### src/rtl/sys_bus_master_pkg.sv
// sys_bus_master shared types
// FSM state encoding and response bundle
package sys_bus_master_pkg;

  // widest bus data width the response bundle carries
  localparam int RSP_DW = 32;

  typedef enum logic [1:0] {
    ST_IDLE,
    ST_ISSUE,
    ST_WAIT,
    ST_RESP
  } state_e;

  typedef struct packed {
    logic [RSP_DW-1:0] rdata;
    logic              err;
    logic              tmo;
  } rsp_t;

  localparam rsp_t RSP_TIMEOUT = '{rdata: '0, err: 1'b1, tmo: 1'b1};

endpackage

### src/rtl/sys_bus_if.sv
// sys_bus initiator/responder signal bundle
// one strobe per transfer, ack/err/rdata returned by responder
interface sys_bus_if #(
  parameter int AW = 32,
  parameter int DW = 32
);

  logic [AW-1:0]   addr;
  logic [DW-1:0]   wdata;
  logic [DW/8-1:0] sel;
  logic            wen;
  logic            ren;
  logic            ack;
  logic            err;
  logic [DW-1:0]   rdata;

  modport m (
    output addr, wdata, sel, wen, ren,
    input  ack, err, rdata
  );

  modport s (
    input  addr, wdata, sel, wen, ren,
    output ack, err, rdata
  );

endinterface

### src/rtl/sys_bus_master.sv
// sys_bus_master: single-outstanding bus initiator
// command in, one strobe out, ack or timeout back as a response
module sys_bus_master
  import sys_bus_master_pkg::*;
#(
  parameter int AW  = 32,
  parameter int DW  = 32,
  parameter int TMO = 255
) (
  input  logic            clk,
  input  logic            rst,
  input  logic            cmd_vld,
  output logic            cmd_rdy,
  input  logic            cmd_wr,
  input  logic [AW-1:0]   cmd_addr,
  input  logic [DW-1:0]   cmd_wdata,
  input  logic [DW/8-1:0] cmd_sel,
  output logic            rsp_vld,
  input  logic            rsp_rdy,
  output logic [DW-1:0]   rsp_rdata,
  output logic            rsp_err,
  output logic            rsp_tmo,
  sys_bus_if.m            bus
);

  localparam int CW = $clog2(TMO + 1);
  localparam logic [CW-1:0] TMO_LAST = CW'(TMO - 1);

  state_e          state_q, state_d;
  logic            cmd_rdy_q, cmd_rdy_d;
  logic            rsp_vld_q, rsp_vld_d;
  logic            wr_q, wr_d;
  logic            wen_q, wen_d;
  logic            ren_q, ren_d;
  logic [AW-1:0]   addr_q, addr_d;
  logic [DW-1:0]   wdata_q, wdata_d;
  logic [DW/8-1:0] sel_q, sel_d;
  logic [CW-1:0]   cnt_q, cnt_d;
  rsp_t            rsp_q, rsp_d;
  rsp_t            rsp_ack;

  // response captured on ack; write data never leaks into rdata
  always_comb begin
    rsp_ack       = '0;
    rsp_ack.rdata = wr_q ? '0 : RSP_DW'(bus.rdata);
    rsp_ack.err   = bus.err;
    rsp_ack.tmo   = 1'b0;
  end

  // next-state, strobe and response logic
  always_comb begin
    state_d   = state_q;
    cmd_rdy_d = cmd_rdy_q;
    rsp_vld_d = rsp_vld_q;
    wr_d      = wr_q;
    wen_d     = 1'b0;
    ren_d     = 1'b0;
    addr_d    = addr_q;
    wdata_d   = wdata_q;
    sel_d     = sel_q;
    cnt_d     = cnt_q;
    rsp_d     = rsp_q;
    unique case (state_q)
      ST_IDLE: begin
        if (cmd_vld && cmd_rdy_q) begin
          wr_d      = cmd_wr;
          wen_d     = cmd_wr;
          ren_d     = !cmd_wr;
          addr_d    = cmd_addr;
          wdata_d   = cmd_wdata;
          sel_d     = cmd_sel;
          cmd_rdy_d = 1'b0;
          state_d   = ST_ISSUE;
        end
      end
      ST_ISSUE: begin
        cnt_d = '0;
        if (bus.ack) begin
          rsp_d     = rsp_ack;
          rsp_vld_d = 1'b1;
          state_d   = ST_RESP;
        end else begin
          state_d = ST_WAIT;
        end
      end
      ST_WAIT: begin
        if (bus.ack) begin
          rsp_d     = rsp_ack;
          rsp_vld_d = 1'b1;
          state_d   = ST_RESP;
        end else begin
          cnt_d = cnt_q + 1'b1;
          if (cnt_q == TMO_LAST) begin
            rsp_d     = RSP_TIMEOUT;
            rsp_vld_d = 1'b1;
            state_d   = ST_RESP;
          end
        end
      end
      ST_RESP: begin
        if (rsp_rdy) begin
          rsp_vld_d = 1'b0;
          cmd_rdy_d = 1'b1;
          state_d   = ST_IDLE;
        end
      end
      default: begin
        state_d   = ST_IDLE;
        cmd_rdy_d = 1'b1;
        rsp_vld_d = 1'b0;
      end
    endcase
  end

  // state and registered outputs; reset drops any transaction in flight
  always_ff @(posedge clk or posedge rst) begin
    if (rst) begin
      state_q   <= ST_IDLE;
      cmd_rdy_q <= 1'b1;
      rsp_vld_q <= 1'b0;
      wr_q      <= 1'b0;
      wen_q     <= 1'b0;
      ren_q     <= 1'b0;
      addr_q    <= '0;
      wdata_q   <= '0;
      sel_q     <= '0;
      cnt_q     <= '0;
      rsp_q     <= '0;
    end else begin
      state_q   <= state_d;
      cmd_rdy_q <= cmd_rdy_d;
      rsp_vld_q <= rsp_vld_d;
      wr_q      <= wr_d;
      wen_q     <= wen_d;
      ren_q     <= ren_d;
      addr_q    <= addr_d;
      wdata_q   <= wdata_d;
      sel_q     <= sel_d;
      cnt_q     <= cnt_d;
      rsp_q     <= rsp_d;
    end
  end

  assign cmd_rdy   = cmd_rdy_q;
  assign rsp_vld   = rsp_vld_q;
  assign rsp_rdata = DW'(rsp_q.rdata);
  assign rsp_err   = rsp_q.err;
  assign rsp_tmo   = rsp_q.tmo;

  assign bus.addr  = addr_q;
  assign bus.wdata = wdata_q;
  assign bus.sel   = sel_q;
  assign bus.wen   = wen_q;
  assign bus.ren   = ren_q;

endmodule

### src/flat_wrapper.sv
// flat-port wrapper written by rule: the top's interface ports become plain ports
module sys_bus_master_flat import sys_bus_master_pkg::*;
#(
  parameter int AW  = 32,
  parameter int DW  = 32,
  parameter int TMO = 255
)
  (clk, rst, cmd_vld, cmd_rdy, cmd_wr, cmd_addr, cmd_wdata, cmd_sel, rsp_vld, rsp_rdy, rsp_rdata, rsp_err, rsp_tmo, bus_addr, bus_wdata, bus_sel, bus_wen, bus_ren, bus_ack, bus_err, bus_rdata);
  sys_bus_if #(.AW(AW), .DW(DW)) bus_i ();
  input  logic clk;
  input  logic rst;
  input  logic cmd_vld;
  output logic cmd_rdy;
  input  logic cmd_wr;
  input  logic [AW-1:0] cmd_addr;
  input  logic [DW-1:0] cmd_wdata;
  input  logic [DW/8-1:0] cmd_sel;
  output logic rsp_vld;
  input  logic rsp_rdy;
  output logic [DW-1:0] rsp_rdata;
  output logic rsp_err;
  output logic rsp_tmo;
  output wire logic [$bits(bus_i.addr)-1:0] bus_addr;
  output wire logic [$bits(bus_i.wdata)-1:0] bus_wdata;
  output wire logic [$bits(bus_i.sel)-1:0] bus_sel;
  output wire logic [$bits(bus_i.wen)-1:0] bus_wen;
  output wire logic [$bits(bus_i.ren)-1:0] bus_ren;
  input wire logic [$bits(bus_i.ack)-1:0] bus_ack;
  input wire logic [$bits(bus_i.err)-1:0] bus_err;
  input wire logic [$bits(bus_i.rdata)-1:0] bus_rdata;
  assign bus_addr = bus_i.addr;
  assign bus_wdata = bus_i.wdata;
  assign bus_sel = bus_i.sel;
  assign bus_wen = bus_i.wen;
  assign bus_ren = bus_i.ren;
  assign bus_i.ack = bus_ack;
  assign bus_i.err = bus_err;
  assign bus_i.rdata = bus_rdata;
  sys_bus_master #(.AW(AW), .DW(DW), .TMO(TMO)) u_core (.clk(clk), .rst(rst), .cmd_vld(cmd_vld), .cmd_rdy(cmd_rdy), .cmd_wr(cmd_wr), .cmd_addr(cmd_addr), .cmd_wdata(cmd_wdata), .cmd_sel(cmd_sel), .rsp_vld(rsp_vld), .rsp_rdy(rsp_rdy), .rsp_rdata(rsp_rdata), .rsp_err(rsp_err), .rsp_tmo(rsp_tmo), .bus(bus_i));
endmodule
### config.mk
export PLATFORM = sky130hd
export DESIGN_NAME = sys_bus_master_flat
export DESIGN_NICKNAME = d
export VERILOG_FILES = /design/src/rtl/sys_bus_master_pkg.sv /design/src/rtl/sys_bus_if.sv /design/src/rtl/sys_bus_master.sv /design/src/flat_wrapper.sv
export SDC_FILE = /design/constraint.sdc
export NUM_CORES = 1
export LEC_CHECK = 0
export BUFFER_PORTS_ARGS = -buffer_cell sky130_fd_sc_hd__buf_2
export CAP_MARGIN = 10
export CORE_MARGIN = 1
export CORE_UTILIZATION = 28
export DETAILED_ROUTE_END_ITERATION = 8
export SYNTH_ARGS = -nofsm -noshare
export SYNTH_HDL_FRONTEND = slang
export SYNTH_SLANG_ARGS = --single-unit
### constraint.sdc
create_clock -name clk -period 5.4 [get_ports clk]
set_clock_uncertainty 0.1 [all_clocks]
set_input_delay 0.81 -clock clk [delete_from_list [all_inputs] [get_ports clk]]
set_output_delay 0.81 -clock clk [all_outputs]
set_load 0.005 [all_outputs]
==> results of run 1 <==
## routing by layer
layer / share of wire (%) / wire length (µm) / global-route usage (%)
met5: 0 / 0 / 0
met4: 2.2 / 240 / 7.17
met3: 6.4 / 698 / 4.44
met2: 52 / 5630 / 21.4
met1: 40 / 4320 / 13.6
## worst max path at each step
stage,to,slack (ns)
floorplan,u_core.bus.addr[0]$_DFFE_PP0P_,1.39
global placement,u_core.bus.wdata[3]$_DFFE_PP0P_,2.90
detailed placement,u_core.bus.addr[4]$_DFFE_PP0P_,2.82
CTS,u_core.bus.addr[4]$_DFFE_PP0P_,2.91
global route,u_core.bus.addr[4]$_DFFE_PP0P_,2.81
finish,u_core.bus.addr[4]$_DFFE_PP0P_,2.97
## layout make-up
cell class	instances	area, µm²	share of cell area, %
flip-flops and latches	117	2930	45.3
multi-input cells	170	1560	24.2
repair buffers	213	1070	16.5
clock buffers	21	470	7.28
well taps	216	270	4.18
clock inverters	9	128	1.97
inverters	9	36.3	0.561
## sequential cells by signal, summed over array words and instances (netlist names)
register          flops
u_core.rsp_tmo        1
u_core.cnt_q          8
u_core.state_q        2
u_core.rsp_err        1
u_core.bus.wen        1
u_core.bus.ren        1
u_core.rsp_rdata     32
u_core.bus.addr      32
u_core.wr_q           1
u_core.rsp_vld        1
u_core.bus.sel        4
u_core.cmd_rdy        1
u_core.bus.wdata     32
## Yosys cell counts (all sizes together) (2+ instances only)
master / n
buf: 15
or2: 2
inv: 9
a21oi: 7
o21ai: 6
nor2: 6
nand3: 4
o211ai: 2
a22o: 31
dfrtp: 116
a211oi: 2
mux2: 69
mux2i: 2
a21o: 2
nand2b: 4
ha: 7
nand2: 13
o31ai: 2
nand4: 3
## stage by stage
stage	setup WS (ns)	power (mW)	std cells	cell area (µm²)	utilization, %
after floorplan	1.39	0.909	311	4620	-
after global placement	2.90	0.952	725	5870	36.7
after detailed placement	2.82	0.953	725	5870	36.7
after CTS	2.91	2.11	755	6460	40.4
after global routing	2.81	2.15	755	6460	40.4
final	2.97	2.07	755	6460	40.4
## worst max-delay path, cell delays in order (launching register included)
cell and delay (ns):
dfrtp_1 0.39, inv_1 0.13, ha_1 0.29, nand3_4 0.71
mux2_2 0.59
## power by group through the flow
stage / Clock [mW] / Combinational, mW / Sequential (mW)
after floorplan: 0 / 0.0161 / 0.893
after global placement: 0 / 0.0593 / 0.893
after detailed placement: 0 / 0.0605 / 0.893
after CTS: 1.17 / 0.0608 / 0.878
after global routing: 1.21 / 0.0670 / 0.877
final: 1.13 / 0.0585 / 0.878
## cells by family (layout without fill, tap and decap cells)
| family | after synthesis | in the layout |
|---|---|---|
| AND/OR/NAND/NOR | 35 | 35 |
| AO/OA/AOI/OAI | 56 | 56 |
| adder cells (fa/ha/maj) | 7 | 7 |
| multiplexers | 71 | 71 |
| flip-flops | 117 | 117 |
| XOR/XNOR | 1 | 1 |
| buffers and inverters | 24 | 252 |
==> reports/qor.yml, run 1 <==
power:
  p_clk_share_pct: 54.8
  pwr-share-comb_pct: 2.8
  power.switching_uw: 412
  seq_power_share_pct: 42.4
  power.leakage_nw: 3.67
  peakVddDrop_mv: 0.203
  p_sw_share_pct: 19.9
  cell_internal_pwr_mw: 1.66
  power_density_nw_per_um2: 320
clock_tree:
  clk_pin_slew_ns: 0.06
  clockBufferDepth: 2
  htree_levels: 4
  cts_tree: "yes"
  post_cts_resized: 0
  clk_latency_ns: 0.41
  clkSinkCount: 117
  cts-root-buf: "clkbuf_16"
  post_cts_buffers: 0
  cts-buffers-inserted: 17
  cts_hold_buf: 0
detailed_routing:
  wl_per_cell_um: 14.4
  route.vias.total: 3320
  drc: 0
  vias_per_cell: 4.40
  wirelength_mm: 10.9
  firstDrtPassIters: 4
  ant_nets: 0
  drt-initial-drc-count: 120
critical_path:
  r2r_cells: 4
  rrSetupSlack_ns: 2.97
  critPathRequiredTime_ns: 5.58
  start_kind: "flip-flop"
  cp-end-kind: "flip-flop"
  r2r_end: "u_core.bus.addr[4]$_DFFE_PP0P_"
  rr_startpoint: "u_core.state_q[0]$_DFFE_PP0P_"
  arrival_ns: 2.61
  crit_start: "u_core.state_q[0]$_DFFE_PP0P_"
  crit_fanout: 71
  path_class: "flip-flop to flip-flop"
synthesis:
  syn_area_per_cell_um2: 14.9
  synth-compound-area-share_pct: 9.64
  async_flop_share_pct: 100
  yosys.area_share.simple_pct: 4.55
  synth_top_family_by_area: "multiplexers"
  netlist_area_um2: 4620
  synth-seq-area-share_pct: 63.4
  synth_mux_area_share_pct: 17.2
  synth-main-ff-cell: "dfrtp_1"
  synth_adder_area_share_pct: 1.89
  synth_nets: 425
  yosys_warnings: 0
  synth_edf_count: 0
  netlist_top_cells_area: "dfrtp_1 (63%), mux2_2 (17%), a22o_1 (5.5%), ha_1 (1.9%), buf_6 (0.97%)"
  yosys.area.top_type_share_pct: 62.8
  yosysUniqueCellTypes: 40
  syn_inst: 311
  synth_xor_xnor_area_share_pct: 0.189
  synth_largest_area_cell: "dfrtp_1"
  synth-seq-cells: 117
grt:
  grt_pass1_vias: 3271
  grt_antenna_before_repair: 0
  grt_pass1_wl_mm: 16.0
  grt_overflow_total: 0
  grt_usage_pct: 12.6
  grt_max_degree: 72
cells_and_area:
  areaGrowthSynthToFinish_pct: 39.8
  drive_gt1_share_pct: 59.9
  final_cell_mix: "buf_2 (212), dfrtp_1 (116), mux2_2 (68)"
  final_common_cell: "buf_2"
  insertedDiodeCount: 0
  finalNetCount: 642
  fillers: 1561
placed_design:
  place_hpwl_mm: 7.75
  place.gp.congestion: 0.738
  io_buffers: 212
sta:
  slew_headroom_pct: 33.3
  fin_crit_sh_pct: 44.9
  fmax_mhz: 412
  hold_slack_ns: 0.394
  tightest_slew_ns: 1.00
  period_minus_slack_ns: 2.43
  finalSetupViolCount: 0
  slew_violations: 0
  hold_violations: 0
  tns_ns: 0
  rsz0062_at_grt: "no"
hold_path:
  worstHoldEndpoint: "u_core.rsp_rdata[28]$_DFFE_PP0P_"
  hold_class: "flip-flop to flip-flop"
  hp-start: "u_core.rsp_rdata[28]$_DFFE_PP0P_"
  holdPathStages: 1
die:
  rows: 46
  die_x_um: 130
  pin_count: 213
  die_h_um: 130
  core_area_um2: 16000
  die_area_um2: 17000
  initial_core_util_pct: 28.9
status:
  status: "finished clean"
run:
  cap_violations: 0
Note: power is estimated with default switching activity, not from simulation.
==> run 2: changes to the inputs <==
- clock period: 5.4 -> 2.55 ns (I/O delays scaled with it)
==> reports/qor.yml, run 2 (synthesized netlist as in run 1, its figures left out) <==
critical_path:
  path_delay_family: "simple AND/OR/NAND/NOR gates"
  max_stage_delay_ns: 0.42  # -0.29 ns
  slowest_stage: "dfrtp_1"
  arrival_ns: 2.31  # -0.30 ns
  path_class: "flip-flop to flip-flop"
  crit_fanout: 21  # -70%
  start_kind: "flip-flop"
  cp-end-kind: "flip-flop"
  path_cells: "inv_1 -> ha_1 -> or2_4 -> nand2_4 -> nor2_4 -> buf_4 -> a22o_1"
  worst-path-buf-inv: 2  # +1
  critPathRequiredTime_ns: 2.78  # -2.80 ns
detailed_routing:
  drc: 0  # unchanged
  wl_per_cell_um: 14.9  # +3.2%
  route.vias.total: 3325  # +0.15%
  ant_nets: 0  # unchanged
  wirelength_mm: 11.3  # +3.9%
  drt-initial-drc-count: 171  # +43%
  vias_per_cell: 4.38  # -0.51%
  firstDrtPassIters: 4  # unchanged
clock_tree:
  cts_hold_buf: 0  # unchanged
  htree_levels: 4  # unchanged
  post_cts_resized: 0  # unchanged
  clk_latency_ns: 0.41  # about the same
  cts-root-buf: "clkbuf_16"
  cts-buffers-inserted: 17  # unchanged
  cts_tree: "yes"
  clkSinkCount: 117  # unchanged
  clockBufferDepth: 2  # unchanged
  post_cts_buffers: 0  # unchanged
  clk_pin_slew_ns: 0.06  # about the same
power:
  power.leakage_nw: 3.69  # +0.73%
  peakVddDrop_mv: 0.408  # +100%
  power_density_nw_per_um2: 675  # +110%
  total_power_mw: 4.40  # +110%
grt:
  grt_pass1_vias: 3508  # +7.2%
  grt_antenna_before_repair: 0  # unchanged
  grt_max_degree: 118  # +64%
  grt_usage_pct: 13.3  # +0.72 points
  grt_overflow_total: 0  # unchanged
  grt_pass1_wl_mm: 17.2  # +7.1%
cells_and_area:
  final_common_cell: "buf_2"
  drive_gt1_share_pct: 59.9  # about the same
  instances_no_fill: 760  # +0.66%
  areaGrowthSynthToFinish_pct: 41.0
  finalNetCount: 645  # +0.47%
  final_core_util_pct: 40.7  # +0.34 points
  fillers: 1562  # +0.064%
  final_area_um2: 6520  # +0.83%
  insertedDiodeCount: 0  # unchanged
  final_cell_mix: "buf_2 (212), dfrtp_1 (116), mux2_2 (68)"
sta:
  finalSetupViolCount: 0  # unchanged
  tns_ns: 0  # unchanged
  slew_violations: 0  # unchanged
  fin_crit_sh_pct: 81.4  # +37 points
  rsz0062_at_grt: "no"
  setup_ws_ns: 0.473  # -2.50 ns
  slew_headroom_pct: 45.8  # +13 points
  fmax_mhz: 481  # +17%
  hold_violations: 0  # unchanged
  hold_slack_ns: 0.0511  # -0.343 ns
  period_minus_slack_ns: 2.08  # -0.350 ns
  tightest_slew_ns: 0.810  # -0.191 ns
placed_design:
  io_buffers: 212  # unchanged
  post-place-cells: 728  # +0.41%
  place_hpwl_mm: 8.29  # +7.0%
  detailedPlace.worstSlack_ns: 0.481  # -2.33 ns
  place.gp.congestion: 0.768  # +4.0%
  dpl-instance-area_um2: 5910  # +0.83%
die:
  die_area_um2: 17000  # unchanged
  core_area_um2: 16000  # unchanged
  die_h_um: 130  # unchanged
  pin_count: 213  # unchanged
  die_x_um: 130  # unchanged
  rows: 46  # unchanged
  initial_core_util_pct: 28.9  # unchanged
run:
  cap_violations: 0  # unchanged
hold_path:
  hold_class: "input port to flip-flop"
status:
  status: "finished clean"
[run 2: where the power goes]
part / internal, mW / leakage, nW / total [mW] / switching (mW)
logic: 0.0624 / 1.80 / 0.128 / 0.0652
registers: 1.86 / 1.60 / 1.86 / 0
clock network: 1.61 / 0.293 / 2.41 / 0.807
[run 2: final cells by class]
| cell class | instances | area, µm² | area share [%] |
|---|---|---|---|
| clock inverter | 9 | 125 | 1.92 |
| sequential | 117 | 2930 | 44.9 |
| multi-input combinational | 170 | 1560 | 24.0 |
| tap | 216 | 270 | 4.15 |
| timing repair buffer | 216 | 1120 | 17.1 |
| inverter | 9 | 37.5 | 0.576 |
| clock buffer | 23 | 478 | 7.33 |
[run 2: final timing paths]
kind	cells after the start	slack (ns)	start	to
setup / recovery	7	0.47	u_core.state_q[1]$_DFFE_PP0P_	u_core.rsp_rdata[17]$_DFFE_PP0P_
hold / removal	2	0.05	cmd_wr	u_core.bus.ren$_DFF_PP0_
setup reg to reg	7	0.47	u_core.state_q[1]$_DFFE_PP0P_	u_core.rsp_rdata[17]$_DFFE_PP0P_
hold reg to reg	1	0.39	u_core.cnt_q[7]$_DFFE_PP0P_	u_core.cnt_q[7]$_DFFE_PP0P_
max in group asynchronous	3	1.82	rst	u_core.bus.wdata[29]$_DFFE_PP0P_
min in group asynchronous	3	0.07	rst	u_core.bus.sel[3]$_DFFE_PP0P_
[run 2: layer usage]
layer | global-route usage (%) | up-vias | share of wire [%]
met5 | 0 | - | 0
li1 | - | 1559 | -
met4 | 6.76 | 0 | 2.0
met1 | 14.3 | 1625 | 39
met3 | 4.07 | 17 | 6.8
met2 | 23.5 | 124 | 53
[run 2: worst register-to-register path, cell delays in order (launching register included)]
cell	delay, ns
dfrtp_1	0.42
inv_1	0.11
ha_1	0.32
or2_4	0.23
nand2_4	0.07
nor2_4	0.24
buf_4	0.31
a22o_1	0.21
==> run 3: changes to the inputs <==
- ABC_AREA: unset -> 1
- clock period: 2.55 -> 1.9 ns (I/O delays scaled with it)
==> reports/qor.yml, run 3 <==
detailed_routing:
  firstDrtPassIters: 6  # +2
  wl_per_cell_um: 13.6  # -8.7%
  ant_nets: 0  # unchanged
  drt-initial-drc-count: 201  # +18%
  route.vias.total: 4037  # +21%
  vias_per_cell: 4.38  # +0.19%
  drc: 0  # unchanged
  wirelength_mm: 12.5  # +11%
cells_and_area:
  instances_no_fill: 921  # +21%
  finalNetCount: 802  # +24%
  final_cell_mix: "buf_2 (212), dfrtp_1 (116), nand2_1 (93)"
  areaGrowthSynthToFinish_pct: 58.2
  drive_gt1_share_pct: 47.8  # -12 points
  final_common_cell: "buf_2"
  insertedDiodeCount: 0  # unchanged
  final_core_util_pct: 45.1  # +4.4 points
  final_area_um2: 7450  # +14%
sta:
  setup_ws_ns: 0.176  # -0.297 ns
  fmax_mhz: 580  # +20%
  slew_headroom_pct: 66.3  # +21 points
  finalSetupViolCount: 0  # unchanged
  hold_violations: 0  # unchanged
  rsz0062_at_grt: "no"
  period_minus_slack_ns: 1.72  # -0.353 ns
  tightest_slew_ns: 0.505  # -0.305 ns
  hold_slack_ns: 0.0267  # -0.0244 ns
  fin_crit_sh_pct: 90.8  # +9.3 points
  slew_violations: 0  # unchanged
  tns_ns: 0  # unchanged
critical_path:
  arrival_ns: 1.92  # -0.39 ns
  path_class: "flip-flop to flip-flop"
  worst-path-buf-inv: 2  # unchanged
  crit_fanout: 15  # -29%
  rrSetupSlack_ns: 0.18  # -0.30 ns
  path_cells: "inv_1 -> ha_1 -> nand3_4 -> buf_4 -> mux2_2"
  r2r_cells: 5  # -2
  critPathRequiredTime_ns: 2.09  # -0.69 ns
  rr_startpoint: "u_core.state_q[0]$_DFFE_PP0P_"
  slowest_stage: "dfrtp_1"
  cp-end-kind: "flip-flop"
  path_delay_family: "flip-flops"
  max_stage_delay_ns: 0.40  # -0.02 ns
  start_kind: "flip-flop"
  r2r_end: "u_core.bus.addr[20]$_DFFE_PP0P_"
grt:
  grt_overflow_total: 0  # unchanged
  grt_pass1_wl_mm: 20.5  # +19%
  grt_usage_pct: 15.1  # +1.8 points
  grt_max_degree: 86  # -27%
  grt_pass1_vias: 4221  # +20%
  grt_antenna_before_repair: 0  # unchanged
placed_design:
  place_hpwl_mm: 8.23  # -0.71%
  dpl-instance-area_um2: 6110  # +3.4%
  place.gp.congestion: 0.827  # +7.7%
  io_buffers: 212  # unchanged
  detailedPlace.worstSlack_ns: 0.150  # -0.332 ns
  post-place-cells: 819  # +13%
power:
  power_density_nw_per_um2: 1620  # +140%
  peakVddDrop_mv: 0.646  # +58%
  power.leakage_nw: 3.73  # +0.93%
  total_power_mw: 12.1  # +170%
synthesis:
  netlist_area_um2: 4710  # +1.9%
  synth_nets: 507  # +19%
  synth_edf_count: 0  # unchanged
  yosys_warnings: 0  # unchanged
  synth_largest_area_cell: "dfrtp_1"
  synth-seq-cells: 117  # unchanged
  synth.most_common_cell: "dfrtp_1"
  yosys.area.top_type_share_pct: 61.6  # -1.2 points
  synth-main-ff-cell: "dfrtp_1"
  yosysUniqueCellTypes: 23  # -43%
  synth-seq-area-share_pct: 62.2  # -1.2 points
  async_flop_share_pct: 100  # unchanged
  syn_area_per_cell_um2: 12.0  # -19%
  netlist_top_cells_area: "dfrtp_1 (62%), mux2_2 (16%), nand2_1 (7.4%), o21ai_0 (2.3%), o21ai_1 (2.0%)"
  syn_inst: 393  # +26%
  synth_common_cells: "dfrtp_1 (116), nand2_1 (93), mux2_2 (68), o21ai_0 (22), o21ai_1 (19)"
clock_tree:
  cts_tree: "yes"
  cts-buffers-inserted: 17  # unchanged
  cts-root-buf: "clkbuf_16"
  clkSinkCount: 117  # unchanged
  clk_pin_slew_ns: 0.06  # about the same
  htree_levels: 4  # unchanged
  clk_latency_ns: 0.41  # about the same
  post_cts_buffers: 0  # unchanged
  clockBufferDepth: 2  # unchanged
die:
  die_area_um2: 17300  # +1.9%
  rows: 47  # +2.2%
  initial_core_util_pct: 28.5  # -0.38 points
  die_h_um: 132  # +0.94%
  die_x_um: 132  # +0.94%
  pin_count: 213  # unchanged
  core_area_um2: 16500  # +3.3%
status:
  status: "finished clean"
hold_path:
  worstHoldEndpoint: "u_core.rsp_rdata[1]$_DFFE_PP0P_"
  holdPathStages: 3  # +1
  hp-start: "bus_rdata[1]"
  hold_class: "input port to flip-flop"
run:
  cap_violations: 0  # unchanged
-- run 3: cell types whose count changed in the layout (fill, tap and decap cells not counted), moves of 3 or more --
cell           change
dlygate4sd3_1     +70
o21ai_2            +4
nand2b_1           -4
a21oi_1            -4
buf_4              +3
inv_1              +6
o21ai_1           +18
nand2_1           +81
o21ai_0           +18
nand3_1            +9
buf_12             +4
a22o_1            -29
-- run 3: routing by layer --
layer / track usage [%] / vias up / wire (µm)
met1: 16.3 / 1968 / 4910
met3: 3.86 / 27 / 530
met4: 8.72 / 0 / 353
met5: 0 / - / 0
met2: 26.8 / 146 / 6730
li1: - / 1896 / -
-- run 3: final cells by class --
class                      instances  area, µm²
timing repair buffer             293       1920
sequential                       117       2930
clock buffer                      20        457
tap                              220        275
clock inverter                    12        178
fill                            1494       9070
multi-input combinational        243       1630
inverter                          16       66.3
-- run 3: how the worst max path moves through the flow --
stage	from	to	slack, ns	depth (start not counted)
floorplan	rst	u_core.bus.addr[0]$_DFFE_PP0P_	0.09	1
global placement	u_core.state_q[0]$_DFFE_PP0P_	u_core.cnt_q[7]$_DFFE_PP0P_	0.24	8
detailed placement	u_core.state_q[0]$_DFFE_PP0P_	u_core.bus.addr[22]$_DFFE_PP0P_	0.15	5
CTS	u_core.state_q[0]$_DFFE_PP0P_	u_core.bus.addr[11]$_DFFE_PP0P_	0.15	5
global route	u_core.state_q[0]$_DFFE_PP0P_	u_core.rsp_rdata[12]$_DFFE_PP0P_	0.008	9
finish	u_core.state_q[0]$_DFFE_PP0P_	u_core.bus.addr[20]$_DFFE_PP0P_	0.18	5
-- run 3: power by group --
| part | switching (mW) | leakage (nW) | internal, mW |
|---|---|---|---|
| clock network | 1.14 | 0.298 | 2.26 |
| logic | 2.11 | 1.99 | 2.29 |
| registers | 0.597 | 1.44 | 3.66 |
| total | 3.85 | 3.73 | 8.20 |
-- run 3: timing repair --
| action | CTS | global route |
|---|---|---|
| gates resized for setup | 0 | 1 |
| endpoints found under the setup margin | 0 | 1 |
| hold endpoints to repair | 185 | 0 |
| hold buffers | 70 | 0 |
-- run 3: tightest hold or removal path, delay by kind of cell --
family                 cells  cell delay, ns
AO/OA/AOI/OAI              1            0.06
buffers and inverters      1            0.10
AND/OR/NAND/NOR            1            0.05
-- run 3: kinds of logic (layout without fill, tap and decap cells) --
family          count (synthesis)  after routing  synth area share, %
compound gates                 48             48                 5.47
fa+ha+maj                       7              7                 1.86
buf+inv                        33            341                 3.51
flops                         117            117                 62.2
mux                            69             69                 16.5
simple gates                  119            119                 10.5
